### config.mk
export PLATFORM = sky130hd
export DESIGN_NAME = avalon_bus_arbiter
export DESIGN_NICKNAME = d
export VERILOG_FILES = /design/src/rtl/avalon_bus_arbiter.sv
export SDC_FILE = /design/constraint.sdc
export NUM_CORES = 1
export LEC_CHECK = 0
export ABC_CLOCK_PERIOD_IN_PS = 2700
export CAP_MARGIN = 20
export CORE_AREA = 10 10 113 115
export DETAILED_ROUTE_END_ITERATION = 8
export DIE_AREA = 0 0 123 125
export DONT_BUFFER_PORTS = 1
export SETUP_SLACK_MARGIN = 0.02
export SLEW_MARGIN = 20
export SYNTH_ARGS = -nofsm -noshare
export SYNTH_HDL_FRONTEND = slang
export SYNTH_SLANG_ARGS = --single-unit
export TNS_END_PERCENT = 100
### constraint.sdc
create_clock -name clk -period 2.7 [get_ports clk]
set_clock_uncertainty 0.2 [all_clocks]
set_input_delay 0.27 -clock clk [delete_from_list [all_inputs] [get_ports clk]]
set_output_delay 0.27 -clock clk [all_outputs]
set_load 0.01 [all_outputs]
### src/rtl/avalon_bus_arbiter.sv
// -----------------------------------------------------------------------------
// avalon_bus_arbiter
//   Lets two Avalon-MM masters share one slave. m0 is the CPU data port and m1
//   is a secondary master such as a loader or DMA. Grants are round-robin. A
//   grant is held for one complete transfer, and every transfer returns through
//   one IDLE cycle. A per-transfer watchdog aborts a transfer whose slave holds
//   waitrequest high for TIMEOUT cycles, and it sets a sticky error flag.
//
// Handshake: a master holds read/write, address, data and byteenable stable
//   while its waitrequest is 1. The cycle in which its request is high and its
//   waitrequest is 0 completes the transfer. The slave follows the same rule
//   on s_*.
//
// Ports
//   clk, reset          clock, asynchronous active-low reset
//   m0_* / m1_*         master-side request (address, read, write, writedata,
//                       byteenable) and response (waitrequest, readdata)
//   s_*                 slave-side request and response
//   grant               one-hot current owner (bit0 = m0, bit1 = m1), 0 = idle
//   timeout_err         sticky watchdog abort flag
//   dbg_state           FSM state (0 IDLE, 1 GNT0, 2 GNT1)
// -----------------------------------------------------------------------------
module avalon_bus_arbiter #(
   parameter int TIMEOUT = 1023
) (
   input  logic        clk,
   input  logic        reset,
   input  logic [31:0] m0_address,
   input  logic        m0_read,
   input  logic        m0_write,
   input  logic [31:0] m0_writedata,
   input  logic [3:0]  m0_byteenable,
   output logic        m0_waitrequest,
   output logic [31:0] m0_readdata,
   input  logic [31:0] m1_address,
   input  logic        m1_read,
   input  logic        m1_write,
   input  logic [31:0] m1_writedata,
   input  logic [3:0]  m1_byteenable,
   output logic        m1_waitrequest,
   output logic [31:0] m1_readdata,
   output logic [31:0] s_address,
   output logic        s_read,
   output logic        s_write,
   output logic [31:0] s_writedata,
   output logic [3:0]  s_byteenable,
   input  logic        s_waitrequest,
   input  logic [31:0] s_readdata,
   output logic [1:0]  grant,
   output logic        timeout_err,
   output logic [1:0]  dbg_state
);

   localparam int CW = $clog2(TIMEOUT + 1);

   typedef enum logic [1:0] {
      IDLE = 2'd0,
      GNT0 = 2'd1,
      GNT1 = 2'd2
   } state_t;

   state_t        r_state;
   state_t        w_next;
   logic          r_last_grant;   // 0 = m0 was granted last, 1 = m1
   logic [CW-1:0] r_wd_cnt;
   logic          r_timeout_err;

   logic w_req0;
   logic w_req1;
   logic w_cur_req;
   logic w_wd_hit;
   logic w_done;

   assign w_req0 = m0_read | m0_write;
   assign w_req1 = m1_read | m1_write;

   assign w_cur_req = (r_state == GNT0) ? w_req0 :
                      (r_state == GNT1) ? w_req1 : 1'b0;

   // The watchdog fires only while the slave is still stalling. It releases
   // the master for that one cycle so the master always sees a completion.
   assign w_wd_hit = (r_wd_cnt == CW'(TIMEOUT)) && s_waitrequest;
   assign w_done   = w_cur_req && (!s_waitrequest || w_wd_hit);

   // Read data is broadcast. Only the owning master samples it.
   assign m0_readdata = s_readdata;
   assign m1_readdata = s_readdata;
   assign timeout_err = r_timeout_err;
   assign dbg_state   = r_state;

   always_comb begin
      w_next         = r_state;
      s_address      = 32'h0;
      s_read         = 1'b0;
      s_write        = 1'b0;
      s_writedata    = 32'h0;
      s_byteenable   = 4'h0;
      m0_waitrequest = 1'b1;
      m1_waitrequest = 1'b1;
      grant          = 2'b00;
      case (r_state)
         IDLE: begin
            if (w_req0 && w_req1) begin
               w_next = r_last_grant ? GNT0 : GNT1;
            end else if (w_req0) begin
               w_next = GNT0;
            end else if (w_req1) begin
               w_next = GNT1;
            end
         end
         GNT0: begin
            grant          = 2'b01;
            s_address      = m0_address;
            s_write        = m0_write;
            s_read         = m0_read & ~m0_write;   // write wins if both set
            s_writedata    = m0_writedata;
            s_byteenable   = m0_byteenable;
            m0_waitrequest = s_waitrequest & ~w_wd_hit;
            // A withdrawn request also ends the grant, without an error.
            if (!w_req0 || w_done) begin
               w_next = IDLE;
            end
         end
         GNT1: begin
            grant          = 2'b10;
            s_address      = m1_address;
            s_write        = m1_write;
            s_read         = m1_read & ~m1_write;
            s_writedata    = m1_writedata;
            s_byteenable   = m1_byteenable;
            m1_waitrequest = s_waitrequest & ~w_wd_hit;
            if (!w_req1 || w_done) begin
               w_next = IDLE;
            end
         end
         default: begin
            w_next = IDLE;
         end
      endcase
   end

   always_ff @(posedge clk or negedge reset) begin
      if (!reset) begin
         r_state       <= IDLE;
         r_last_grant  <= 1'b1;
         r_wd_cnt      <= '0;
         r_timeout_err <= 1'b0;
      end else begin
         r_state <= w_next;
         if (r_state == IDLE && w_next == GNT0) begin
            r_last_grant <= 1'b0;
         end else if (r_state == IDLE && w_next == GNT1) begin
            r_last_grant <= 1'b1;
         end
         // Every grant is entered from IDLE, so clearing in IDLE gives a
         // zero count in the first GNT cycle. The count saturates.
         if (r_state == IDLE) begin
            r_wd_cnt <= '0;
         end else if (s_waitrequest && (r_wd_cnt != CW'(TIMEOUT))) begin
            r_wd_cnt <= r_wd_cnt + CW'(1);
         end
         if (w_wd_hit && w_cur_req) begin
            r_timeout_err <= 1'b1;
         end
      end
   end

endmodule

==> metrics.md <==
| Metric | Value |
|---|---|
| Synth top area cells | a22oi_1, buf_4, nor2b_1 |
| Final hold slack | 0.0856 ns |
| Pre-antenna DRT Iters | 4 |
| RSZ-0062 raised after global routing | no |
| Detailed Route Iter0 Violations | 204 |
| Max incr delay on CP | 0.55 ns |
| Htree depth | 1 |
| Starting Density | 22.6% |
| Clock root cell | clkbuf_8 |
| Arrival time worst endpoint | 2.01 ns |
| Chip Width | 123 um |
| Cell area after layout | 0.00213 mm^2 |
| Post-Synthesis Cells | 325 |
| Cell taking the most area after synthesis | a22oi_1 |
| Post-DP Area | 0.00207 mm^2 |
| Max Fanout on Critical Path | 36 |
| Ant diodes | 0 |
| Seq/Total Area, Yosys | 14.7% |
| Post-layout power | 0.00223 W |
| Yosys reg bits | 14 |
| Crit-path slowest cell | dfrtp_1 |
| Total track usage | 10.9% |
| Die footprint | 0.0154 mm^2 |
| P_leak | 0.686 nW |
| Post-route setup slack | 0.218 ns |
| Maxcap violations | 0 |
| Worst slew pin tran | 0.634 ns |
| Worst path top cell family by delay | flip-flops |
| Die Y | 125 um |
| Max IR drop VDD | 0.422 mV |
| Post-route ant nets | 0 |
| Fillers | 1,161 |
| Max Slew Vio Count | 0 |
| Setup TNS | 0 ns |
| Worst path required time | 2.23 ns |
| Vias per Instance | 5.51 |
| Layout cell share with drive strength beyond 1 | 7.60% |
| Fin. Hold Viols | 0 |
| Synth top area share | 21.6% |
| Power density over the cells | 1050 mW/mm^2 |
| # Post-CTS Setup Buffers | 0 |
| Fmax | 403 MHz |
| Most used cell, CP | buf_4 |
| Tmin final | 2.48 ns |
| Startpoint type of the worst setup path | register |
| Synthesized area | 0.00239 mm^2 |
| Maximum clock path buffer count | 2 |
| Dpl ws | 0.392 ns |
| CTS tree | built |
| Clk sinks | 14 |
| Initial antenna violation count | 0 |
| Post-synth net total | 505 |
| Num rows | 38 |
| Worst-path cell chain | ha_2 > buf_4 > a22oi_1 > nor2b_1 > buf_4 |
| First-pass GRT wire length | 13,500 um |
| Final nets | 431 |
| Fin crit share | 91.9% |
| PortBufs | 0 |
| Critical path type | reg -> out |
| GRT overflow | 0 |
| Top Ports | 316 |
| Slew Limit Headroom | 57.6% |
| Post-DP HPWL | 8300 um |
| Vias | 2,149 |
| WP buf/inv | 2 |
| CTS buffer count | 3 |
| Vias in the first global route | 2,191 |
| Synthesis-to-layout area growth | -11.0% |
| Outcome | finished, final reports clean |
| Total core area | 0.0106 mm^2 |
| Clock transition at path regs | 0.06 ns |
| CTS Hold Bufs | 1 |
| Most frequent cells in the layout | a22oi_1, nor2b_1, nor2_1, nand2_1, dfrtp_1 |
| Synth Warn # | 0 |
| Worst-Skew Late Latency | 0.25 ns |
| Mapped Avg Cell Area | 7.36 um^2 |
| Setup crit end kind | output pin |
| Total wire length | 9680 um |
| Netlist cell types | 33 |
| Hold crit path type | in -> reg |
| Post-CTS sizing | 0 |
| Gpl congestion | 0.769 |
| Final setup violation count | 0 |
| Largest net degree at the start of global routing | 53 |
| WL per Instance | 24.8 um |
| Residual DRC | 0 |
==> cell usage after synthesis <==
cell	count
nand4b_1	1
o211a_1	1
a21o_1	1
o31a_1	1
o22ai_1	3
o211ai_1	1
and2_1	1
inv_1	4
clkbuf_1	24
o21ai_0	5
nor2_1	16
xor2_1	6
buf_4	64
a22oi_1	69
nor2b_1	69
a32oi_1	1
o311ai_0	1
and3_1	2
o21a_1	1
dfstp_2	1
nand4_2	1
xnor2_1	3
ha_1	5
o31ai_2	1
a221oi_2	1
a21oi_1	5
nand4_1	1
o21ai_1	2
dfrtp_1	13
a41o_1	1
nand3_1	4
nand2_1	15
o31ai_1	1
==> final cells by class <==
cell class | instances | area, um^2 | share of cell area, %
multi-input combinational | 219 | 1460 | 68.7
timing repair buffer | 9 | 70.1 | 3.29
sequential | 14 | 352 | 16.5
tap | 140 | 175 | 8.22
inverter | 4 | 15.0 | 0.705
clock buffer | 4 | 55.1 | 2.58
==> where the power goes <==
group,internal (W),switching (W)
logic,0.000648,0.00107
registers,0.000251,0.0000545
clock network,0.000129,0.0000752
==> cell families (layout without fill, tap and decap cells) <==
| logic type | count (synthesis) | after routing | synth area share [%] |
|---|---|---|---|
| XOR/XNOR | 9 | 9 | 3.29 |
| adder cells (fa/ha/maj) | 5 | 5 | 2.61 |
| buffers and inverters | 92 | 17 | 24.5 |
| AO/OA/AOI/OAI | 95 | 95 | 29.3 |
| flip-flops | 14 | 14 | 14.7 |
| AND/OR/NAND/NOR | 110 | 110 | 25.7 |
==> state kept, by name (all words and copies together) (netlist names) <==
signal,cells
r_last_grant,1
dbg_state,2
r_wd_cnt,10
timeout_err,1
==> metrics by stage <==
stage	utilization (%)	instances
6_report	20.1	390
5_1_grt	20.1	390
4_1_cts	20.1	390
3_5_place_dp	19.5	385
3_3_place_gp	19.5	385
2_1_floorplan	-	325
==> worst min-delay path: stages <==
cell     delay, ns
o31ai_2       0.08
nand2_1       0.08
a21oi_1       0.06
==> final timing paths <==
| check | to | startpoint | cells past startpoint | slack (ns) |
|---|---|---|---|---|
| worst max-delay path | s_address[3] | dbg_state[1] | 5 | 0.22 |
| worst min-delay path | r_wd_cnt[1] | s_waitrequest | 3 | 0.09 |
| worst max register to register | r_last_grant | dbg_state[1] | 7 | 0.39 |
| worst min register to register | r_last_grant | r_last_grant | 2 | 0.29 |
| max in group asynchronous | dbg_state[1] | reset | 1 | 1.60 |
| min in group asynchronous | r_wd_cnt[1] | reset | 1 | 0.28 |
==> per-layer routing <==
| layer | share of wire [%] | up-vias | global-route usage, % | wire [um] |
|---|---|---|---|---|
| li1 | - | 931 | - | - |
| met3 | 10 | 19 | 2.79 | 1000 |
| met4 | 1.2 | 0 | 2.33 | 114 |
| met2 | 51 | 150 | 19.8 | 4980 |
| met1 | 37 | 1049 | 12.5 | 3590 |
| met5 | 0 | - | 0 | 0 |
Power figures use the tool's default switching activity.
